## config.mk

```make
export PLATFORM = sky130hd
export DESIGN_NAME = count_history_display
export DESIGN_NICKNAME = d
export VERILOG_FILES = /design/src/rtl/count_display_pkg.sv /design/src/rtl/bcd_to_seg7.sv /design/src/rtl/counter.sv /design/src/rtl/count_history_display.sv
export SDC_FILE = /design/constraint.sdc
export NUM_CORES = 1
export LEC_CHECK = 0
export CAP_MARGIN = 25
export CORE_MARGIN = 2
export CORE_UTILIZATION = 55
export CTS_CLUSTER_SIZE = 30
export DETAILED_ROUTE_END_ITERATION = 8
export GPL_ROUTABILITY_DRIVEN = 0
export PLACE_DENSITY = 0.76
export RECOVER_POWER = 100
export SYNTH_ARGS = -nofsm -noshare
export SYNTH_HDL_FRONTEND = slang
export SYNTH_SLANG_ARGS = --single-unit
```

## constraint.sdc

```tcl
create_clock -name CLK -period 3.4 [get_ports CLK]
set_input_delay 0.85 -clock CLK [delete_from_list [all_inputs] [get_ports CLK]]
set_output_delay 0.85 -clock CLK [all_outputs]
set_load 0.005 [all_outputs]
```

## src/rtl/count_display_pkg.sv

```systemverilog
// Shared constants for the count history display.
//   SEG_CODE  : active-low {g,f,e,d,c,b,a} patterns for digits 0-9
//   SEG_BLANK : all segments off
//   SEG_DASH  : only segment g lit, shown for out-of-range history values
//   DIGITS    : number of display digits and history depth
package count_display_pkg;

    localparam int DIGITS = 4;

    localparam logic [6:0] SEG_BLANK = 7'b1111111;
    localparam logic [6:0] SEG_DASH  = 7'b0111111;

    localparam logic [6:0] SEG_CODE [0:9] = '{
        7'b1000000, 7'b1111001, 7'b0100100, 7'b0110000, 7'b0011001,
        7'b0010010, 7'b0000010, 7'b1111000, 7'b0000000, 7'b0010000
    };

endpackage

```

## src/rtl/bcd_to_seg7.sv

```systemverilog
// Combinational BCD to seven-segment decoder, active-low outputs.
//   value_i : 4-bit value; 10-15 decode to a dash
//   blank_i : force all segments off
//   seg_o   : segments {g,f,e,d,c,b,a}
module bcd_to_seg7
    import count_display_pkg::*;
(
    input  logic [3:0] value_i,
    input  logic       blank_i,
    output logic [6:0] seg_o
);

    always_comb begin
        // NOTE: assigning a default first means every path drives seg_o,
        // so no latch is inferred.
        seg_o = SEG_BLANK;
        if (!blank_i) begin
            if (value_i <= 4'd9) seg_o = SEG_CODE[value_i];
            else                 seg_o = SEG_DASH;
        end
    end

endmodule

```

## src/rtl/counter.sv

```systemverilog
// Free-running modulo-N counter with a terminal-count strobe.
//   clk, rst_n : clock, async active-low reset
//   en_i       : count enable
//   count_o    : current count, 0 .. MODULUS-1
//   tc_o       : high for the one cycle in which count_o == MODULUS-1
module counter #(
    parameter int MODULUS = 10,
    parameter int WIDTH   = (MODULUS > 1) ? $clog2(MODULUS) : 1
) (
    input  logic             clk,
    input  logic             rst_n,
    input  logic             en_i,
    output logic [WIDTH-1:0] count_o,
    output logic             tc_o
);

    logic [WIDTH-1:0] count_q;
    logic             at_top;

    assign at_top  = (count_q == WIDTH'(MODULUS - 1));
    assign tc_o    = en_i && at_top;
    assign count_o = count_q;

    // NOTE: registers are written with non-blocking assignments so every
    // flop samples pre-edge values, matching the hardware.
    always_ff @(posedge clk or negedge rst_n) begin
        if (!rst_n) begin
            count_q <= '0;
        end else if (en_i) begin
            count_q <= at_top ? '0 : count_q + 1'b1;
        end
    end

endmodule

```

## src/rtl/count_history_display.sv

```systemverilog
// Records each new BCD value from an upstream decade counter into a
// 4-deep history (newest in digit 0) and scans it onto a 4-digit
// common-anode seven-segment display.
//   CLK   : system clock, rising edge
//   RSTn  : async active-low reset
//   COUNT : BCD input; values above 9 are flagged as errors
//   CLR   : sync clear of history fill and error flag
//   SEG   : registered segments {g,f,e,d,c,b,a}, active-low
//   AN    : registered digit enables, active-low, one-hot-low
//   ERR   : sticky flag for a captured value above 9
module count_history_display
    import count_display_pkg::*;
#(
    parameter int REFRESH_DIV = 50000
) (
    input  logic       CLK,
    input  logic       RSTn,
    input  logic [3:0] COUNT,
    input  logic       CLR,
    output logic [6:0] SEG,
    output logic [3:0] AN,
    output logic       ERR
);

    logic [3:0] prev_q;
    logic       primed_q;
    logic [3:0] hist_q [DIGITS];
    logic [2:0] fill_q;
    logic       err_q;
    logic [1:0] slot_q, slot_d;
    logic [6:0] seg_q, seg_d;
    logic [3:0] an_q, an_d;
    logic       tick;
    logic       capture;
    logic       blank;

    counter #(
        .MODULUS (REFRESH_DIV)
    ) u_prescaler (
        .clk     (CLK),
        .rst_n   (RSTn),
        .en_i    (1'b1),
        .count_o (),
        .tc_o    (tick)
    );

    assign capture = !primed_q || (COUNT != prev_q);

    // Outputs are decoded from the next slot so AN and SEG move together
    // on the edge that advances the slot.
    assign slot_d = tick ? slot_q + 2'd1 : slot_q;
    assign blank  = ({1'b0, slot_d} >= fill_q);
    assign an_d   = ~(4'b0001 << slot_d);

    bcd_to_seg7 u_decode (
        .value_i (hist_q[slot_d]),
        .blank_i (blank),
        .seg_o   (seg_d)
    );

    always_ff @(posedge CLK or negedge RSTn) begin
        if (!RSTn) begin
            prev_q   <= '0;
            primed_q <= 1'b0;
            fill_q   <= '0;
            err_q    <= 1'b0;
            slot_q   <= '0;
            seg_q    <= SEG_BLANK;
            an_q     <= 4'b1111;
        end else begin
            slot_q <= slot_d;
            seg_q  <= seg_d;
            an_q   <= an_d;
            if (CLR) begin
                fill_q   <= '0;
                primed_q <= 1'b0;
                err_q    <= 1'b0;
            end else if (capture) begin
                prev_q   <= COUNT;
                primed_q <= 1'b1;
                if (fill_q != 3'(DIGITS)) fill_q <= fill_q + 3'd1;
                if (COUNT > 4'd9)         err_q  <= 1'b1;
            end
        end
    end

    // NOTE: the history is deliberately left without reset; fill_q blanks
    // any digit that has not been written since reset or clear.
    always_ff @(posedge CLK) begin
        if (!CLR && capture) begin
            hist_q[0] <= COUNT;
            for (int i = 1; i < DIGITS; i++) begin
                hist_q[i] <= hist_q[i-1];
            end
        end
    end

    assign SEG = seg_q;
    assign AN  = an_q;
    assign ERR = err_q;

endmodule

```

==> impl_metrics.prom <==
# TYPE chip_impl_metric gauge
chip_impl_metric{name="cts.hold.buffers_added",unit=""} 0
chip_impl_metric{name="timing.clock.skew",unit="ns"} 0.00672
chip_impl_metric{name="place.detailed.hpwl",unit="µm"} 3210
chip_impl_metric{name="synthArstFlopShare",unit="%"} 70.4
chip_impl_metric{name="met3_usage",unit="%"} 3.87
chip_impl_info{name="holdCritPathClass",value="reg -> reg"} 1
chip_impl_metric{name="core_util_final",unit="%"} 63.2
chip_impl_metric{name="non_filler_instance_count_after_layout",unit=""} 310
chip_impl_info{name="netlist_top_cells_area",value="dfrtp_1 (26%), edfxtp_1 (18%), dfstp_2 (11%), mux2i_1 (4.9%), nor2_1 (3.6%)"} 1
chip_impl_info{name="run_status",value="finished, violations left"} 1
chip_impl_metric{name="die_outline_height",unit="µm"} 73.2
chip_impl_info{name="worst_path_max_delay_cell",value="or4b_1"} 1
chip_impl_info{name="worstPathCellList",value="or4b_1 -> or3_1 -> nor2_1 -> xor2_1 -> ha_1 -> a21oi_1 -> nor2_1 -> a211oi_1 -> o211ai_1"} 1
chip_impl_metric{name="overflow",unit=""} 0
chip_impl_metric{name="cts_buffers",unit=""} 5
chip_impl_info{name="crit_type",value="reg -> reg"} 1
chip_impl_metric{name="io_buffers",unit=""} 18
chip_impl_metric{name="initial_utilization",unit="%"} 56.6
chip_impl_metric{name="post_cts_buffers",unit=""} 0
chip_impl_metric{name="worst-r2r-cell-count",unit=""} 9
chip_impl_metric{name="synth_edf_count",unit=""} 16
chip_impl_metric{name="synthToLayoutAreaGrowth",unit="%"} 11.8
chip_impl_metric{name="worst-path-max-fanout",unit=""} 4
chip_impl_metric{name="fin_tns_setup",unit="ns"} 0
chip_impl_info{name="synth_common_cells",value="dfrtp_1 (27), nor2_1 (25), nand2_1 (23), edfxtp_1 (16), mux2i_1 (13)"} 1
chip_impl_metric{name="route.detailed.vias_per_inst",unit=""} 5.60
chip_impl_metric{name="via_count",unit=""} 1737
chip_impl_metric{name="maximum_number_of_pins_on_one_net_before_global_route_repair",unit=""} 39
chip_impl_metric{name="tritoncts_num_sinks",unit=""} 54
chip_impl_metric{name="final_min_period_over_clock_period",unit="%"} 91.2
chip_impl_info{name="hold_start",value="hist_q[1][1]"} 1
chip_impl_info{name="whs_endpoint",value="hist_q[2][1]"} 1
chip_impl_metric{name="antenna_left",unit=""} 0
chip_impl_metric{name="n_antenna_cell",unit=""} 0
chip_impl_metric{name="site_rows",unit=""} 25
chip_impl_metric{name="yosysWarnings",unit=""} 0
chip_impl_metric{name="timing_max_transition_violations_final",unit=""} 39
chip_impl_metric{name="post-place-cells",unit=""} 302
chip_impl_metric{name="layout-drive-gt1-share",unit="%"} 12.9
chip_impl_metric{name="max-slew-margin-rel",unit="%"} -29.1
chip_impl_info{name="synth.largest_area_cell",value="dfrtp_1"} 1
chip_impl_info{name="cts-root-buf",value="clkbuf_8"} 1
chip_impl_info{name="end_kind",value="flop"} 1
chip_impl_metric{name="max-cap-violations",unit=""} 1
chip_impl_metric{name="ys_seq_elements",unit=""} 54
chip_impl_info{name="violations",value="max-capacitance violations, max-slew violations"} 1
chip_impl_info{name="grt-busiest-layer",value="met2"} 1
chip_impl_metric{name="synth_sequential_area_ratio",unit="%"} 54.8
chip_impl_metric{name="die_area",unit="µm²"} 5360
chip_impl_metric{name="postSynthAreaPerCell",unit="µm²"} 11.3
chip_impl_metric{name="first_global_vias",unit=""} 1712
chip_impl_metric{name="clkTransAtPathRegs",unit="ns"} 0.09
chip_impl_info{name="startpoint_of_the_worst_register_to_register_path",value="u_prescaler.count_o[10]"} 1
chip_impl_metric{name="synth_cell_types",unit=""} 47
chip_impl_info{name="unrepaired_setup_endpoints_after_global_routing",value="false"} 1
chip_impl_metric{name="die_x",unit="µm"} 73.2
chip_impl_metric{name="final_hold_vios",unit=""} 0
chip_impl_metric{name="clock_tree.htree_level_count",unit=""} 2
chip_impl_info{name="critPathTopFamily",value="simple AND/OR/NAND/NOR gates"} 1
chip_impl_metric{name="groute.layer.met1.usage",unit="%"} 25.2
chip_impl_metric{name="cp_data_required_time",unit="ns"} 3.62
chip_impl_metric{name="critPathMaxStageDelay",unit="ns"} 0.59
chip_impl_metric{name="syn_inst",unit=""} 233
chip_impl_info{name="synth.most_common_cell",value="dfrtp_1"} 1
chip_impl_metric{name="grt_pass1_wl",unit="µm"} 8020
chip_impl_metric{name="post-route-min-period",unit="ns"} 3.10
chip_impl_metric{name="coreArea",unit="µm²"} 4660
chip_impl_metric{name="finish.net_count",unit=""} 267
chip_impl_metric{name="wire_per_inst",unit="µm"} 14.6
chip_impl_metric{name="number_of_detailed_route_iterations_in_the_first_pass",unit=""} 4
chip_impl_metric{name="min_path_cells",unit=""} 0
chip_impl_metric{name="clk_latency",unit="ns"} 0.30
chip_impl_metric{name="detail_route.iter0.violations",unit=""} 98
chip_impl_metric{name="finalWirelength",unit="µm"} 4540
chip_impl_metric{name="drc_errors",unit=""} 0
chip_impl_metric{name="worst-endpoint-arrival",unit="ns"} 3.32
chip_impl_metric{name="synth_largest_type_area_fraction",unit="%"} 25.6
chip_impl_metric{name="report.final.setup_viol",unit=""} 0
chip_impl_metric{name="clock_tree.buffer_depth",unit=""} 2
chip_impl_metric{name="power.density",unit="nW/µm²"} 438
chip_impl_info{name="synth_flop_cell",value="dfrtp_1"} 1
chip_impl_metric{name="post_synth_instance_area",unit="µm²"} 2640
chip_impl_metric{name="grt_antenna_before_repair",unit=""} 0
chip_impl_metric{name="boundaryPins",unit=""} 19
chip_impl_metric{name="peakVddDrop",unit="mV"} 0.247
chip_impl_metric{name="leakage_dissipation",unit="nW"} 1.24
chip_impl_info{name="r2r_end",value="SEG[3]"} 1
chip_impl_info{name="tritoncts_clock_tree",value="built"} 1
chip_impl_metric{name="worstPathBufferInverterCount",unit=""} 0
chip_impl_metric{name="grtUsageTotal",unit="%"} 19.7
chip_impl_metric{name="use_met2",unit="%"} 32.8
chip_impl_info{name="critical-path-top-cell-by-count",value="nor2_1"} 1
chip_impl_metric{name="cts-resized-gates",unit=""} 0
chip_impl_metric{name="fmaxAchievable",unit="MHz"} 322
chip_impl_info{name="critical_path.startpoint_type",value="flop"} 1
chip_impl_metric{name="synth.net_count",unit=""} 245
chip_impl_metric{name="r2r_setup_slack",unit="ns"} 0.30
chip_impl_metric{name="worst_slew_pin_slew",unit="ns"} 1.94
[per-layer routing]
metal / share of wire (%) / wire, µm
met4: 2.5 / 112
met3: 2.6 / 117
met1: 45 / 2030
met5: 0 / 0
met2: 50 / 2270
[state kept, by name, indices dropped and copies added, names as in the netlist]
| signal | flops |
|---|---|
| prev_q | 4 |
| AN | 4 |
| slot_q | 2 |
| SEG | 7 |
| fill_q | 3 |
| primed_q | 1 |
| u_prescaler.count_o | 16 |
| hist_q | 16 |
| ERR | 1 |
[report_power, final]
part | switching [mW] | leakage (nW) | internal [mW]
clock network | 0.189 | 0.0482 | 0.165
registers | 0.0227 | 0.620 | 0.734
logic | 0.0937 | 0.571 | 0.0864
total | 0.306 | 1.24 | 0.985
[cells by family after synthesis]
family | share of synthesized area [%]
mux | 7.93
fa+ha+maj | 2.37
xor+xnor | 5.98
flops | 54.8
simple gates | 17.7
buf+inv | 3.51
compound gates | 7.74
[through the flow]
stage | total power [mW] | instance area [µm²] | worst slack [ns] | hold slack (ns)
2_1_floorplan | 0.877 | 2640 | 0.228 | 0.425
3_3_place_gp | 0.959 | 2870 | 0.416 | 0.430
3_5_place_dp | 0.963 | 2870 | 0.352 | 0.431
4_1_cts | 1.32 | 2960 | 0.349 | 0.464
5_1_grt | 1.36 | 2950 | 0.141 | 0.476
6_report | 1.29 | 2950 | 0.299 | 0.456
[area by class of cell]
type,count,area (µm²)
inverters,11,41.3
repair buffers,24,208
well taps,54,67.6
clock inverters,1,5.00
fillers,378,1710
flip-flops and latches,54,1450
multi-input cells,159,1090
clock buffers,7,86.3
[placed cells by master (no fill, tap or decap), drive strengths merged, types with 2 or more instances in the layout]
cell | synthesis | layout
edfxtp | 16 | 16
xnor2 | 8 | 8
nor2 | 25 | 25
ha | 5 | 5
o21ai | 7 | 7
nor2b | 6 | 6
dlygate4sd3 | 0 | 17
a211o | 3 | 3
and4 | 3 | 3
mux2 | 7 | 7
dfstp | 11 | 11
or2 | 2 | 2
and3 | 6 | 6
mux2i | 13 | 13
buf | 5 | 3
a211oi | 4 | 4
nand2 | 23 | 23
or4b | 2 | 2
dfrtp | 27 | 27
xor2 | 10 | 10
a21oi | 5 | 5
inv | 11 | 11
clkbuf | 4 | 11
or3 | 2 | 2
nand2b | 5 | 5
nand3 | 6 | 6
[how the worst max path moves through the flow]
stage,startpoint,endpoint,slack (ns),cells past startpoint
floorplan,u_prescaler.count_o[10],SEG[3],0.23,12
global placement,u_prescaler.count_o[10],SEG[0],0.42,7
detailed placement,u_prescaler.count_o[10],SEG[0],0.35,7
CTS,u_prescaler.count_o[10],SEG[0],0.35,7
global route,u_prescaler.count_o[10],SEG[3],0.14,10
finish,u_prescaler.count_o[10],SEG[3],0.30,9
(Power assumes the default switching activity.)
